**src/rtl/btn_press_decoder_if.sv**
```systemverilog
// btn_press_decoder_if: bundles the button decoder's timebase/level inputs and event outputs.
// Signals:
//   tick         - one-clk timebase strobe (driven by master)
//   clean_btn    - debounced button level, 1 = pressed (driven by master)
//   short_pulse  - one-cycle short-press event (driven by slave)
//   long_pulse   - one-cycle long-press event (driven by slave)
//   repeat_pulse - one-cycle auto-repeat event (driven by slave)
//   held         - button currently being tracked as a press (driven by slave)
// Modports: master = button/timebase side, slave = decoder side.
interface btn_press_decoder_if;
  logic tick;
  logic clean_btn;
  logic short_pulse;
  logic long_pulse;
  logic repeat_pulse;
  logic held;
  modport master (
    output tick, clean_btn,
    input  short_pulse, long_pulse, repeat_pulse, held
  );
  modport slave (
    input  tick, clean_btn,
    output short_pulse, long_pulse, repeat_pulse, held
  );
endinterface

```
**src/rtl/btn_press_decoder.sv**
```systemverilog
// btn_press_decoder: turns a debounced button level into short/long/repeat one-cycle events.
// Ports:
//   clk   - system clock, rising edge
//   reset - asynchronous active-high reset, clears all state and outputs
//   bus   - btn_press_decoder_if.slave (tick, clean_btn in; short_pulse, long_pulse,
//           repeat_pulse, held out; all outputs registered)
// Parameters:
//   LONG_TICKS   - ticks a press must last to be classified long (2..65535)
//   REPEAT_TICKS - tick period of auto-repeat pulses after a long press (1..65535)
// Build option:
//   BTN_REPEAT_EN - when defined, LONG runs the repeat counter and emits repeat_pulse;
//                   otherwise LONG only waits for release and repeat_pulse is constant 0.
module btn_press_decoder #(
  parameter int LONG_TICKS   = 100,
  parameter int REPEAT_TICKS = 20
) (
  input  logic                 clk,
  input  logic                 reset,
  btn_press_decoder_if.slave   bus
);
  localparam int MAX_TICKS = (LONG_TICKS > REPEAT_TICKS) ? LONG_TICKS : REPEAT_TICKS;
  localparam int CW = $clog2(MAX_TICKS + 1);
  localparam logic [CW-1:0] LONG_LAST = CW'(LONG_TICKS - 1);
  localparam logic [1:0] IDLE    = 2'd0;
  localparam logic [1:0] PRESSED = 2'd1;
  localparam logic [1:0] LONG    = 2'd2;
  logic [1:0]    state_q, state_d;
  logic [CW-1:0] cnt_q, cnt_d, cnt_inc;
  logic          short_q, short_d;
  logic          long_q, long_d;
  logic          held_q;
`ifdef BTN_REPEAT_EN
  localparam logic [CW-1:0] REP_LAST = CW'(REPEAT_TICKS - 1);
  logic          rep_q, rep_d;
`endif
  // saturating increment: the counter must never wrap
  assign cnt_inc = (cnt_q == '1) ? cnt_q : cnt_q + 1'b1;
  always_comb begin
    state_d = state_q;
    cnt_d   = cnt_q;
    short_d = 1'b0;
    long_d  = 1'b0;
`ifdef BTN_REPEAT_EN
    rep_d   = 1'b0;
`endif
    case (state_q)
      IDLE: begin
        if (bus.clean_btn) begin
          state_d = PRESSED;
          cnt_d   = '0;
        end
      end
      PRESSED: begin
        // release has priority over a coincident threshold tick
        if (!bus.clean_btn) begin
          state_d = IDLE;
          short_d = 1'b1;
        end else if (bus.tick && cnt_q == LONG_LAST) begin
          state_d = LONG;
          long_d  = 1'b1;
          cnt_d   = '0;
        end else if (bus.tick) begin
          cnt_d = cnt_inc;
        end
      end
      LONG: begin
        if (!bus.clean_btn) begin
          state_d = IDLE;
`ifdef BTN_REPEAT_EN
        end else if (bus.tick) begin
          rep_d = (cnt_q == REP_LAST);
          cnt_d = (cnt_q == REP_LAST) ? '0 : cnt_inc;
        end
`else
        end else begin
          cnt_d = '0;
        end
`endif
      end
      default: begin
        state_d = IDLE;
        cnt_d   = '0;
      end
    endcase
  end
  always_ff @(posedge clk or posedge reset) begin
    if (reset) begin
      state_q <= IDLE;
      cnt_q   <= '0;
      short_q <= 1'b0;
      long_q  <= 1'b0;
      held_q  <= 1'b0;
    end else begin
      state_q <= state_d;
      cnt_q   <= cnt_d;
      short_q <= short_d;
      long_q  <= long_d;
      held_q  <= (state_d != IDLE);
    end
  end
`ifdef BTN_REPEAT_EN
  always_ff @(posedge clk or posedge reset) begin
    if (reset) rep_q <= 1'b0;
    else rep_q <= rep_d;
  end
  assign bus.repeat_pulse = rep_q;
`else
  assign bus.repeat_pulse = 1'b0;
`endif
  assign bus.short_pulse = short_q;
  assign bus.long_pulse  = long_q;
  assign bus.held        = held_q;
endmodule

```
**src/flat_wrapper.sv**
```systemverilog
// flat-port wrapper written by rule: the top's interface ports become plain ports
module btn_press_decoder_flat 
#(
  parameter int LONG_TICKS   = 100,
  parameter int REPEAT_TICKS = 20
)
  (clk, reset, bus_tick, bus_clean_btn, bus_short_pulse, bus_long_pulse, bus_repeat_pulse, bus_held);
  btn_press_decoder_if bus_i ();
  input  logic clk;
  input  logic reset;
  input wire logic [$bits(bus_i.tick)-1:0] bus_tick;
  input wire logic [$bits(bus_i.clean_btn)-1:0] bus_clean_btn;
  output wire logic [$bits(bus_i.short_pulse)-1:0] bus_short_pulse;
  output wire logic [$bits(bus_i.long_pulse)-1:0] bus_long_pulse;
  output wire logic [$bits(bus_i.repeat_pulse)-1:0] bus_repeat_pulse;
  output wire logic [$bits(bus_i.held)-1:0] bus_held;
  assign bus_i.tick = bus_tick;
  assign bus_i.clean_btn = bus_clean_btn;
  assign bus_short_pulse = bus_i.short_pulse;
  assign bus_long_pulse = bus_i.long_pulse;
  assign bus_repeat_pulse = bus_i.repeat_pulse;
  assign bus_held = bus_i.held;
  btn_press_decoder #(.LONG_TICKS(LONG_TICKS), .REPEAT_TICKS(REPEAT_TICKS)) u_core (.clk(clk), .reset(reset), .bus(bus_i));
endmodule
```
**config.mk**
```make
export PLATFORM = sky130hd
export DESIGN_NAME = btn_press_decoder_flat
export DESIGN_NICKNAME = d
export VERILOG_FILES = /design/src/rtl/btn_press_decoder_if.sv /design/src/rtl/btn_press_decoder.sv /design/src/flat_wrapper.sv
export SDC_FILE = /design/constraint.sdc
export NUM_CORES = 1
export LEC_CHECK = 0
export BUFFER_PORTS_ARGS = -buffer_cell sky130_fd_sc_hd__buf_4
export CORE_MARGIN = 2
export CORE_UTILIZATION = 45
export DETAILED_ROUTE_END_ITERATION = 6
export PLACE_DENSITY = 0.68
export SLEW_MARGIN = 20
export SYNTH_ARGS = -nofsm -noshare
export SYNTH_HDL_FRONTEND = slang
export SYNTH_SLANG_ARGS = --single-unit
```
**constraint.sdc**
```tcl
create_clock -name clk -period 3 [get_ports clk]
set_clock_uncertainty 0.05 [all_clocks]
set_input_delay 0.15 -clock clk [delete_from_list [all_inputs] [get_ports clk]]
set_output_delay 0.15 -clock clk [all_outputs]
set_load 0.05 [all_outputs]
```
==> After elaboration in Yosys (flattened, before gate mapping) <==
Cells that the tools add are included.
{ "totals": {"regBits": 12, "inputBits": 4, "wordCells": 35} }
{ "classes": {"add_sub_neg": 1, "eq_ne": 8, "n_mux": 16, "n_reduce_logical": 5} }
{ "ops": {"columns": ["cell", "n"], "rows": [
  ["7-bit 2-to-1 mux", 5],
  ["7-bit equality test, second input constant", 2],
  ["7-bit one-hot mux with 2 select lines", 1],
  ["2-bit 2-to-1 mux", 4],
  ["7-bit by 1-bit adder with 7-bit output, second input constant", 1],
  ["2-bit one-hot mux with 3 select lines", 1],
  ["1-bit 2-to-1 mux", 5],
  ["4-bit AND reduction", 1],
  ["3-bit by 2-bit inequality test with 1-bit output, second input constant", 1],
  ["3-bit inequality test, second input constant", 1],
  ["2-bit by 1-bit equality test with 1-bit output, second input constant", 1],
  ["2-bit equality test, second input constant", 1],
  ["2-bit logical NOT", 1],
  ["2-bit by 1-bit inequality test with 1-bit output, second input constant", 1],
  ["2-bit inequality test, second input constant", 1],
  ["2-bit nonzero test", 1],
  ["2-bit OR reduction", 1],
  ["1-bit logical AND", 1]
]} }

==> Depth between registers and ports, before layout <==
Gate-level depths: netlist of the first run.
{ "depth": {"word_depth": 6, "ltp_mapped": 5, "ltp_nobuf": 5} }

==> Worst setup path before layout of the first run <==
No wires, ideal clock.
{ "synth_path": {"kind": "register to register", "startpoint": "register u_core.cnt_q[2]", "endpoint": "register u_core.cnt_q[0]", "setup_ps": 125, "arrival_ps": 1418, "t_required_ps": 2825, "path_slack_ps": 1407, "stages_incl_launch_ff": 5, "n_path_buf": 0, "synth_period_minus_slack_ps": 1593, "cell_sequence": "dfrtp_1 > or4b_4 > a21oi_2 > nor2_2 > mux2_2"} }
{ "synth_between": {"elab_chain_cells": 5, "elab_cells_between_ends": 9, "classes_between": "4 x eq/ne; 3 x mux; 2 x reduce/logical"} }
{ "synth_lines": {"columns": ["element", "line_no", "text"], "rows": [
  ["start: declaration", "btn_press_decoder.sv:28", "logic [CW-1:0] cnt_q, cnt_d, cnt_inc;"],
  ["start signal: assignment", "btn_press_decoder.sv:95", "cnt_q <= cnt_d;"],
  ["7-bit equality test", "btn_press_decoder.sv:58", "end else if (bus.tick && cnt_q == LONG_LAST) begin"],
  ["1-bit logical AND", "btn_press_decoder.sv:58", null],
  ["7-bit 2-to-1 mux", "btn_press_decoder.sv:58", null],
  ["7-bit 2-to-1 mux", "btn_press_decoder.sv:55", "if (!bus.clean_btn) begin"],
  ["7-bit one-hot mux with 2 select lines", "btn_press_decoder.sv:46", "case (state_q)"]
]} }
Several ways; a longest one is shown, not always the timed one. The select of a mux whose other input is x is not followed.
A chain may end at the register's enable or synchronous reset.

==> Worst setup path after layout of the first run <==
{ "layout_path": {"startpoint": "register u_core.cnt_q[0]", "endpoint": "register u_core.cnt_q[0]"} }
{ "layout_between": {"elab_chain_cells": 6, "elab_cells_between_ends": 12, "classes_between": "1 x add/sub; 4 x eq/ne; 5 x mux; 2 x reduce/logical"} }
{ "layout_lines": {"columns": ["element", "line_no", "text"], "rows": [
  ["7-bit by 1-bit adder with 7-bit output", "btn_press_decoder.sv:37", "assign cnt_inc = (cnt_q == '1) ? cnt_q : cnt_q + 1'b1;"],
  ["7-bit 2-to-1 mux", "btn_press_decoder.sv:37", null],
  ["7-bit 2-to-1 mux", "btn_press_decoder.sv:62", "end else if (bus.tick) begin"],
  ["7-bit 2-to-1 mux", "btn_press_decoder.sv:58", null],
  ["7-bit 2-to-1 mux", "btn_press_decoder.sv:55", null],
  ["7-bit one-hot mux with 2 select lines", "btn_press_decoder.sv:46", null]
]} }
Several ways; a longest one is shown, not always the timed one. The select of a mux whose other input is x is not followed.

==> reports/results.ini, run 1 <==
[run_status]
status=complete, no violations

[floorplanning]
num_rows=13
chipHeight_um=41.51
core_area_um2=1301
die_area_um2=1723
start_util_pct=48.65
io_pins=8
dieWidth_um=41.51

[global_routing]
grt_pass1_wl_um=2139
grt_max_degree=13
antenna_found_initial=0
grt_overflow=0
grt_use_total_pct=16.19
grt_pass1_vias=459

[cts]
clock_latency_ns=0.28
cts_resized=0
cts_buffer_depth=2
numClockSinks=12
clk_pin_slew_worst_paths_ns=0.08
cts_tree=yes
h-tree-depth=1
cts_buffers=3
cts.root.buffer_cell=clkbuf_4

[synthesis]
synthArstFlopShare_pct=100.0
ys_warn_count=0
synth_edf_count=0
ys_seq_elements=12
synth_ff_type=dfrtp_1
synth-xor-area-share_pct=0
synth_cell_types=33
synth_compound_area_share_pct=14.43
synth_seq_area_share_pct=47.43
muxShareOfSynthArea_pct=3.360
syn-instance-count=62
synth_top_family_by_area=simple AND/OR/NAND/NOR gates
synth_fa_ha_area_share_pct=1.976
syn-num-nets=67
yosys.area_share.simple_pct=28.06
syn_avg_cell_area_um2=10.21
syn_area_um2=633.1

[timing]
tightestPinTransition_ns=0.4922
max_slew_margin_pct=66.84
fin_crit_ns=1.754
finalCritPeriodShare_pct=58.48
setup_violations=0
hold_violations=0
timing.fmax_ghz=0.5700
whs_ns=0.1087
grt_setup_unrepaired=false
drv_slew=0
fin_setup_tns_ns=0

[critical_path]
worstSetupPathType=register to register
r2r_setup_slack_ns=1.25
required_ns=3.17
worstSetupStartpointType=register
end_kind=register
path_max_fanout=5
arrival_ns=1.93

[finish]
ff_latch_area_um2=300.3
mostFrequentLayoutCells=12 x dfrtp_1, 6 x buf_4, 4 x nand3_1, 4 x inv_1, 4 x a21oi_1
diodes=0
drive_gt1_share_pct=28.17
area_delta_synth_final_pct=15.61
final_nets=77
fill_cells=121
design_area_um2=732.0
multi_input_area_um2=306.5
layout_commonest_cell=dfrtp_1
postLayoutCoreUtil_pct=56.25

[place]
dp_hpwl_um=876.1
place_area_um2=685.7
port_buffers=6
gp_congestion=0.7976

[route]
remaining_drc_errors=0
antenna_left=0
wl_per_cell_um=13.86
dr.pass1.iters=4
routed_wl_um=1192
drt-initial-drc-count=23
routed-via-count=505
viasPerCell=5.872

[power_and_ir_drop]
power.density_nw_per_um2=463.4
power.total_mw=0.3392
peakVddDrop_mv=0.2410
leakage_nw=0.3581

[run]
max_cap_viol_count=0

[worst_hold_path]
min_path_type=primary input to register

[power by group]
part	internal, mW	leakage [nW]	switching [mW]
Sequential	0.166	0.161	0.00472
Clock	0.0738	0.0210	0.0582
Combinational	0.0141	0.176	0.0221
[layout make-up]
cell class | count | area share [%]
Multi-Input combinational cell | 44 | 41.88
Sequential cell | 12 | 41.03
Clock buffer | 4 | 4.957
Inverter | 4 | 2.051
Tap cell | 15 | 2.564
Timing Repair Buffer | 7 | 7.521
[final timing paths]
kind,cells after the start,from,end
max,5,u_core.cnt_q[0]$_DFFE_PP0P_,u_core.cnt_q[0]$_DFFE_PP0P_
min,2,bus_clean_btn,u_core.state_q[0]$_DFF_PP0_
max reg2reg,5,u_core.cnt_q[0]$_DFFE_PP0P_,u_core.cnt_q[0]$_DFFE_PP0P_
min reg2reg,2,u_core.cnt_q[6]$_DFFE_PP0P_,u_core.cnt_q[6]$_DFFE_PP0P_
max in group asynchronous,3,reset,u_core.state_q[0]$_DFF_PP0_
min in group asynchronous,3,reset,u_core.bus.short_pulse$_DFF_PP0_
[registers in the layout, summed over array words and instances (netlist names)]
register	count
u_core.bus.held	1
u_core.bus.short_pulse	1
u_core.bus.long_pulse	1
u_core.state_q	2
u_core.cnt_q	7
[critical path, stage by stage, from the launching register on]
cell and delay, ns:
dfrtp_1 0.40, ha_1 0.25, nand3_1 0.18, or2b_2 0.35
a31oi_1 0.26, mux2_2 0.20
[routing by layer]
metal	share of wire (%)	wire (um)	global-route usage, %	up-vias
met3	3.9	46	2.609	4
met4	1.9	23	9.677	0
met1	49	587	23.74	244
met5	0	0	0	-
li1	-	-	-	244
met2	45	534	22.19	13
[per-stage QoR]
step	setup WS, ns	instances
2_1_floorplan	1.407	62
3_3_place_gp	1.311	81
3_5_place_dp	1.269	81
4_1_cts	1.248	86
5_1_grt	1.063	86
6_report	1.246	86
[synthesized netlist by cell type (all sizes together) (2+ instances only)]
cell type	number	area [um2]
a22o	2	18.77
nor2b	2	12.51
and4	2	17.52
and2b	2	16.27
o21ai	2	10.01
inv	4	15.01
nor2	3	13.77
nor3	3	15.01
dfrtp	12	300.3
nand3	4	20.02
and3	4	28.78
and2	2	12.51
a21oi	5	28.78
[cell families after synthesis]
| family | after synthesis |
|---|---|
| and+or+nand+nor | 27 |
| other | 1 |
| DFF | 12 |
| adders and majority gates | 1 |
| AOI/OAI and AO/OA | 13 |
| buffers and inverters | 6 |
| muxes | 2 |
[what timing repair did]
action	4_1_cts	5_1_grt
hold endpoints to repair	12	0
setup buffers	0	0
hold buffers	1	0
No activity file was read; power rests on OpenSTA's default activity.
==> run 2, diff against run 1 <==
Settings changed: ABC_AREA from default to 1, PLACE_DENSITY 0.68 to 0.69.
Clock period 3 ns to 1.6 ns, I/O delays scaled along.
==> run 2 against run 1 <==
Net effect: critical endpoint is now u_core.cnt_q[2]$_DFFE_PP0P_; combinational power grew to 2.5 times the previous value; non-clock buffer count grew 2; fmax grew 24%.
==> reports/results.ini, run 2 <==
[floorplanning]
chipHeight_um=44.06  ; was 41.51 um
die_area_um2=1941  ; was 1723 um2
core_area_um2=1506  ; was 1301 um2
start_util_pct=47.92  ; was 48.65%
num_rows=14  ; was 13
io_pins=8  ; unchanged
dieWidth_um=44.06  ; was 41.51 um

[power_and_ir_drop]
pwr-share-clk_pct=29.6  ; was 38.9%
power.total_mw=0.5901  ; was 0.3392 mW
swShare_pct=26.47  ; was 25.05%
peakVddDrop_mv=0.4927  ; was 0.2410 mV
power_frac_seq_pct=55.0  ; was 50.4%
leakage_nw=0.4251  ; was 0.3581 nW
combPwrFrac_pct=15.4  ; was 10.7%
power.density_nw_per_um2=715.7  ; was 463.4 nW/um2
p_int_mw=0.4339  ; was 0.2542 mW
switchingPower_mw=0.1562  ; was 0.08497 mW

[synthesis]
synthArstFlopShare_pct=100.0  ; unchanged
synth_area_leader_cell=dfrtp_1  ; unchanged
synth_ff_type=dfrtp_1  ; unchanged
synthTopCellsByCount=34 x nand2_1, 12 x dfrtp_1, 12 x inv_1, 12 x nor2_1, 8 x nand3_1  ; was 12 x dfrtp_1, 4 x a21oi_1, 4 x inv_1, 4 x nand3_1
synth_cell_types=19  ; was 33
syn_avg_cell_area_um2=7.292  ; was 10.21 um2
netlist_top_cells_area=dfrtp_1 42%, nand2_1 18%, inv_1 6.2%, nor2_1 6.2%, nand3_1 5.5%  ; was dfrtp_1 47%, and3_2 3.6%, a21oi_1 3.2%, nand3_1 3.2%, and4_1 2.8%
synth_top_area_share_pct=41.59  ; was 47.43%
ys_warn_count=0  ; unchanged
synth_seq_area_share_pct=41.59  ; was 47.43%
syn-num-nets=104  ; was 67
post-synth-top-count-cell=nand2_1  ; was dfrtp_1
syn_area_um2=721.9  ; was 633.1 um2
ys_seq_elements=12  ; unchanged
synth_edf_count=0  ; unchanged
syn-instance-count=99  ; was 62

[finish]
diodes=0  ; unchanged
final_nets=116  ; was 77
reg.largest.list=u_core.cnt_q (7), u_core.state_q (2)  ; unchanged
drive_gt1_share_pct=17.43  ; was 28.17%
area_delta_synth_final_pct=14.21  ; was 15.61%
largest_reg_flops=7  ; unchanged
regMostFlops=u_core.cnt_q  ; unchanged
mostFrequentLayoutCells=34 x nand2_1, 12 x inv_1, 12 x nor2_1, 12 x dfrtp_1, 8 x nand3_1  ; was 12 x dfrtp_1, 6 x buf_4, 4 x nand3_1, 4 x inv_1, 4 x a21oi_1
layout_commonest_cell=nand2_1  ; was dfrtp_1

[global_routing]
grt_pass1_vias=555  ; was 459
grt_max_degree=13  ; unchanged
grt_pass1_wl_um=2270  ; was 2139 um
antenna_found_initial=0  ; unchanged
grt_use_total_pct=16.25  ; was 16.19%
grt_overflow=0  ; unchanged

[route]
viasPerCell=4.944  ; was 5.872
routed_wl_um=1287  ; was 1192 um
remaining_drc_errors=0  ; unchanged
routed-via-count=618  ; was 505
wl_per_cell_um=10.30  ; was 13.86 um
dr.pass1.iters=4  ; unchanged
antenna_left=0  ; unchanged
drt-initial-drc-count=27  ; was 23

[worst_hold_path]
min_to=u_core.cnt_q[6]$_DFFE_PP0P_  ; was u_core.state_q[0]$_DFF_PP0_
min_path_cells=5  ; was 2
min_path_type=primary input to register  ; unchanged
min_from=bus_tick  ; was bus_clean_btn

[place]
gp_congestion=0.8350  ; was 0.7976
dp_hpwl_um=1018  ; was 876.1 um
port_buffers=6  ; unchanged

[cts]
clock_latency_ns=0.26  ; was 0.28 ns
cts.root.buffer_cell=clkbuf_4  ; unchanged
h-tree-depth=1  ; unchanged
cts_buffer_depth=2  ; unchanged
clk_pin_slew_worst_paths_ns=0.07  ; was 0.08 ns
cts_buffers=3  ; unchanged
cts_tree=yes  ; unchanged
numClockSinks=12  ; unchanged

[critical_path]
worstSetupStartpointType=register  ; unchanged
r2r_end=u_core.cnt_q[2]$_DFFE_PP0P_  ; was u_core.cnt_q[0]$_DFFE_PP0P_
worstSetupPathType=register to register  ; unchanged
r2r_cells=8  ; was 5
required_ns=1.71  ; was 3.17 ns
path_max_fanout=7  ; was 5
rr_startpoint=u_core.cnt_q[1]$_DFFE_PP0P_  ; was u_core.cnt_q[0]$_DFFE_PP0P_
arrival_ns=1.53  ; was 1.93 ns
r2r_setup_slack_ns=0.18  ; was 1.25 ns
end_kind=register  ; unchanged

[run]
max_cap_viol_count=0  ; unchanged

[run_status]
status=complete, no violations  ; unchanged

[timing]
fin_crit_ns=1.418  ; was 1.754 ns
timing.fmax_ghz=0.7051  ; was 0.5700 GHz
fin_setup_tns_ns=0  ; unchanged
drv_slew=0  ; unchanged
setup_violations=0  ; unchanged
finalCritPeriodShare_pct=88.64  ; was 58.48%
grt_setup_unrepaired=false  ; unchanged
hold_violations=0  ; unchanged

==> run 2: changes by cell type after synthesis, moves of 2 or more <==
cell | previous run | this run
nor2_1 | 2 | 12
and4_1 | 2 | 0
nor2b_1 | 2 | 0
nand2_2 | 0 | 3
nor3_1 | 3 | 1
inv_1 | 4 | 12
nand2_4 | 0 | 2
nand3_1 | 4 | 8
nand2_1 | 1 | 34
and3_2 | 3 | 0
and2_1 | 2 | 0
nand4_1 | 1 | 3
xor2_1 | 0 | 2
a21oi_1 | 4 | 1
==> run 2: power by group through the flow <==
| stage | clock network, mW | logic [mW] | registers (mW) |
|---|---|---|---|
| after floorplan | 0 | 0.0520 | 0.339 |
| final | 0.175 | 0.0907 | 0.325 |
| after CTS | 0.184 | 0.0911 | 0.324 |
| after detailed placement | 0 | 0.0871 | 0.330 |
| after global routing | 0.194 | 0.101 | 0.327 |
| after global placement | 0 | 0.0874 | 0.330 |
==> run 2: how the worst max path moves through the flow <==
stage / from / end / slack (ns) / depth (start not counted)
global placement: u_core.cnt_q[1]$_DFFE_PP0P_ / u_core.cnt_q[2]$_DFFE_PP0P_ / 0.19 / 8
global route: u_core.cnt_q[1]$_DFFE_PP0P_ / u_core.cnt_q[2]$_DFFE_PP0P_ / 0.01 / 8
detailed placement: u_core.cnt_q[1]$_DFFE_PP0P_ / u_core.cnt_q[2]$_DFFE_PP0P_ / 0.15 / 8
finish: u_core.cnt_q[1]$_DFFE_PP0P_ / u_core.cnt_q[2]$_DFFE_PP0P_ / 0.18 / 8
floorplan: u_core.cnt_q[0]$_DFFE_PP0P_ / u_core.cnt_q[5]$_DFFE_PP0P_ / 0.23 / 8
CTS: u_core.cnt_q[1]$_DFFE_PP0P_ / u_core.cnt_q[2]$_DFFE_PP0P_ / 0.15 / 8
==> run 2: area by class of cell <==
cell class / instances / area, um2
timing repair buffer: 9 / 72.57
tap: 16 / 20.02
sequential: 12 / 300.3
inverter: 13 / 48.80
fill: 157 / 681.9
multi-input combinational: 72 / 360.3
clock buffer: 3 / 22.52
==> run 2: through the flow <==
stage	cell area (um2)	hold slack [ns]	setup WS (ns)	util [%]	cells
6_report	824.5	0.1791	0.1817	54.73	125
2_1_floorplan	721.9	-0.1053	0.2305	-	99
4_1_cts	822.0	0.1642	0.1474	54.57	125
3_5_place_dp	779.5	0.07016	0.1544	51.74	120
5_1_grt	824.5	0.1948	0.01452	54.73	125
3_3_place_gp	779.5	0.06104	0.1885	51.74	120
==> run 2: cells by family (layout without fill, tap and decap cells) <==
kind of cell | after synthesis | after routing | synth area share (%)
fa+ha+maj | 1 | 1 | 1.733
other cells | 1 | 1 | 0.5194
compound gates | 3 | 3 | 2.425
xor+xnor | 2 | 2 | 2.427
simple gates | 65 | 65 | 42.46
buf+inv | 15 | 25 | 8.837
flops | 12 | 12 | 41.59
==> run 2: worst max-delay path, stage by stage, from the launching register on <==
cell	delay [ns]
dfrtp_1	0.39
ha_2	0.24
nand2_1	0.08
nor2_1	0.13
nand2_2	0.10
nand3_4	0.12
nand2_4	0.08
nand2_1	0.07
nand2_1	0.05
==> run 2: per-layer routing <==
layer / global-route usage [%] / wire length [um] / vias up
met5: 0 / 0 / -
met1: 22.58 / 645 / 287
li1: - / - / 322
met4: 10.91 / 9 / 0
met3: 1.224 / 27 / 2
met2: 24.41 / 604 / 7
==> run 2: timing repair <==
item / 4_1_cts / 5_1_grt
gates resized for setup: 0 / 1
endpoints found under the hold margin: 14 / 0
setup endpoints to repair: 0 / 7
hold buffers: 2 / 0
buffers inserted: 0 / 0
==> run 3, diff against run 2 <==
Settings changed: ABC_AREA 1 to default, PLACE_DENSITY 0.69 to 0.7.
==> run 3 against run 2 <==
Net effect: routed wire length increased by 1.9%; clock-buffer cell count stayed put; cell count is 25% lower; via count shrank 15%; register-to-register slack got worse by 0.16 ns; sequential share of layout area increased by 0.68 points; critical endpoint is now u_core.cnt_q[0]$_DFFE_PP0P_.
==> reports/results.ini, run 3 (synthesis results as in run 1) <==
[run_status]
status=complete, no violations  ; unchanged

[global_routing]
grt_max_degree=13  ; unchanged
grt_pass1_vias=497  ; was 555
grt_use_total_pct=17.00  ; was 16.25%
grt_overflow=0  ; unchanged
grt_pass1_wl_um=2235  ; was 2270 um
antenna_found_initial=0  ; unchanged

[place]
pre_cts_ws_ns=0.002820  ; was 0.1544 ns
gp_congestion=0.8152  ; was 0.8350
dpl.cell_count=88  ; was 120
place_area_um2=738.2  ; was 779.5 um2
dp_hpwl_um=924.8  ; was 1018 um
port_buffers=6  ; unchanged

[worst_hold_path]
min_path_type=primary input to register  ; unchanged

[finish]
multi_input_area_um2=330.3  ; was 360.3 um2
reg.largest.list=u_core.cnt_q (7), u_core.state_q (2)  ; unchanged
layoutNonFillerInstCount=94  ; was 125
drive_gt1_share_pct=39.24  ; was 17.43%
final_nets=86  ; was 116
largest_reg_flops=7  ; unchanged
design_area_um2=809.5  ; was 824.5 um2
regMostFlops=u_core.cnt_q  ; unchanged
layout_commonest_cell=buf_4  ; was nand2_1
diodes=0  ; unchanged
fill_cells=109  ; was 157
ff_latch_area_um2=300.3  ; unchanged
area_delta_synth_final_pct=27.87  ; was 14.21%
mostFrequentLayoutCells=15 x buf_4, 12 x dfrtp_1, 4 x nand3_1, 4 x inv_1, 4 x a21oi_1  ; was 34 x nand2_1, 12 x inv_1, 12 x nor2_1, 12 x dfrtp_1, 8 x nand3_1

[timing]
worst_slack_ns=0.01766  ; was 0.1817 ns
setup_violations=0  ; unchanged
grt_setup_unrepaired=true  ; was false
finalCritPeriodShare_pct=98.90  ; was 88.64%
timing.fmax_ghz=0.6320  ; was 0.7051 GHz
fin_crit_ns=1.582  ; was 1.418 ns
drv_slew=0  ; unchanged
whs_ns=0.03458  ; was 0.1791 ns
hold_violations=0  ; unchanged
fin_setup_tns_ns=0  ; unchanged

[floorplanning]
start_util_pct=48.65  ; was 47.92%
num_rows=13  ; was 14
dieWidth_um=41.51  ; was 44.06 um
io_pins=8  ; unchanged
die_area_um2=1723  ; was 1941 um2
chipHeight_um=41.51  ; was 44.06 um
core_area_um2=1301  ; was 1506 um2

[power_and_ir_drop]
leakage_nw=0.4065  ; was 0.4251 nW
peakVddDrop_mv=0.4786  ; was 0.4927 mV
power.density_nw_per_um2=732.1  ; was 715.7 nW/um2

[critical_path]
critPathBufInv=0  ; unchanged
worstSetupStartpointType=register  ; unchanged
required_ns=1.72  ; was 1.71 ns
critPathMaxStageDelay_ns=0.55  ; was 0.39 ns
path_max_fanout=3  ; was 7
end_kind=register  ; unchanged
path_delay_family=simple AND/OR/NAND/NOR gates  ; unchanged
worstSetupPathType=register to register  ; unchanged
crit_slowest_cell=or4b_4  ; was dfrtp_1
path_cells=or4b_4, a21oi_4, nor2_2, mux2_2  ; was ha_2, nand2_1, nor2_1, nand2_2, nand3_4, nand2_4, nand2_1, nand2_1
arrival_ns=1.70  ; was 1.53 ns

[cts]
numClockSinks=12  ; unchanged
clk_pin_slew_worst_paths_ns=0.07  ; about the same
h-tree-depth=1  ; unchanged
cts_buffer_depth=2  ; unchanged
cts_tree=yes  ; unchanged
cts_buffers=3  ; unchanged
cts.root.buffer_cell=clkbuf_4  ; unchanged
clock_latency_ns=0.28  ; was 0.26 ns

[route]
drt-initial-drc-count=11  ; was 27
viasPerCell=5.606  ; was 4.944
antenna_left=0  ; unchanged
wl_per_cell_um=13.96  ; was 10.30 um
dr.pass1.iters=3  ; was 4
routed-via-count=527  ; was 618
routed_wl_um=1312  ; was 1287 um
remaining_drc_errors=0  ; unchanged

[run]
max_cap_viol_count=0  ; unchanged

## run 3: cell types whose count changed in the layout (fill, tap and decap cells not counted), sizes merged, moves of 4 or more
| cell | change |
|---|---|
| nand2 | -38 |
| nor2 | -10 |
| inv | -9 |
| a21oi | +4 |
| buf | +8 |
| nand3 | -5 |
| and3 | +4 |
## run 3: power breakdown
group	total [mW]	internal [mW]	switching [mW]	leakage, nW
Sequential	0.318	0.312	0.00590	0.161
Clock	0.190	0.0874	0.103	0.0138
Combinational	0.0846	0.0363	0.0483	0.232
Total	0.593	0.435	0.157	0.407
## run 3: worst paths after layout
check | depth (start not counted) | endpoint | from | slack (ns)
min reg2reg | 2 | u_core.cnt_q[6]$_DFFE_PP0P_ | u_core.cnt_q[6]$_DFFE_PP0P_ | 0.46
min | 2 | u_core.state_q[0]$_DFF_PP0_ | bus_clean_btn | 0.03
min in group asynchronous | 3 | u_core.bus.short_pulse$_DFF_PP0_ | reset | 0.31
max in group asynchronous | 3 | u_core.cnt_q[4]$_DFFE_PP0P_ | reset | 0.88
max reg2reg | 4 | u_core.cnt_q[0]$_DFFE_PP0P_ | u_core.cnt_q[3]$_DFFE_PP0P_ | 0.02
max | 4 | u_core.cnt_q[0]$_DFFE_PP0P_ | u_core.cnt_q[3]$_DFFE_PP0P_ | 0.02
## run 3: per-layer routing
layer  global-route usage (%)  part of all wire [%]
met3                    3.043                   2.4
met4                    11.61                   3.0
met1                    22.28                    47
met2                    25.31                    47
met5                        0                     0
## run 3: layout make-up
cell class | instances | share of cell area, %
multi-input combinational | 44 | 40.80
sequential | 12 | 37.09
timing repair buffer | 16 | 15.15
clock buffer | 3 | 2.782
tap | 15 | 2.318
inverter | 4 | 1.855
## run 3: repair_timing
item | in CTS | in global routing
setup buffers | 0 | 2
hold buffers | 1 | 0
hold endpoints to repair | 12 | 0
setup endpoints to repair | 1 | 6
pin swaps | 1 | 1
resized for setup | 2 | 2
## run 3: per-stage QoR
step | total power [mW] | util, %
after floorplan | 0.3737 | -
after global placement | 0.3993 | 56.73
after detailed placement | 0.4014 | 56.73
after CTS | 0.5942 | 60.29
after global routing | 0.6167 | 62.21
final | 0.5927 | 62.21
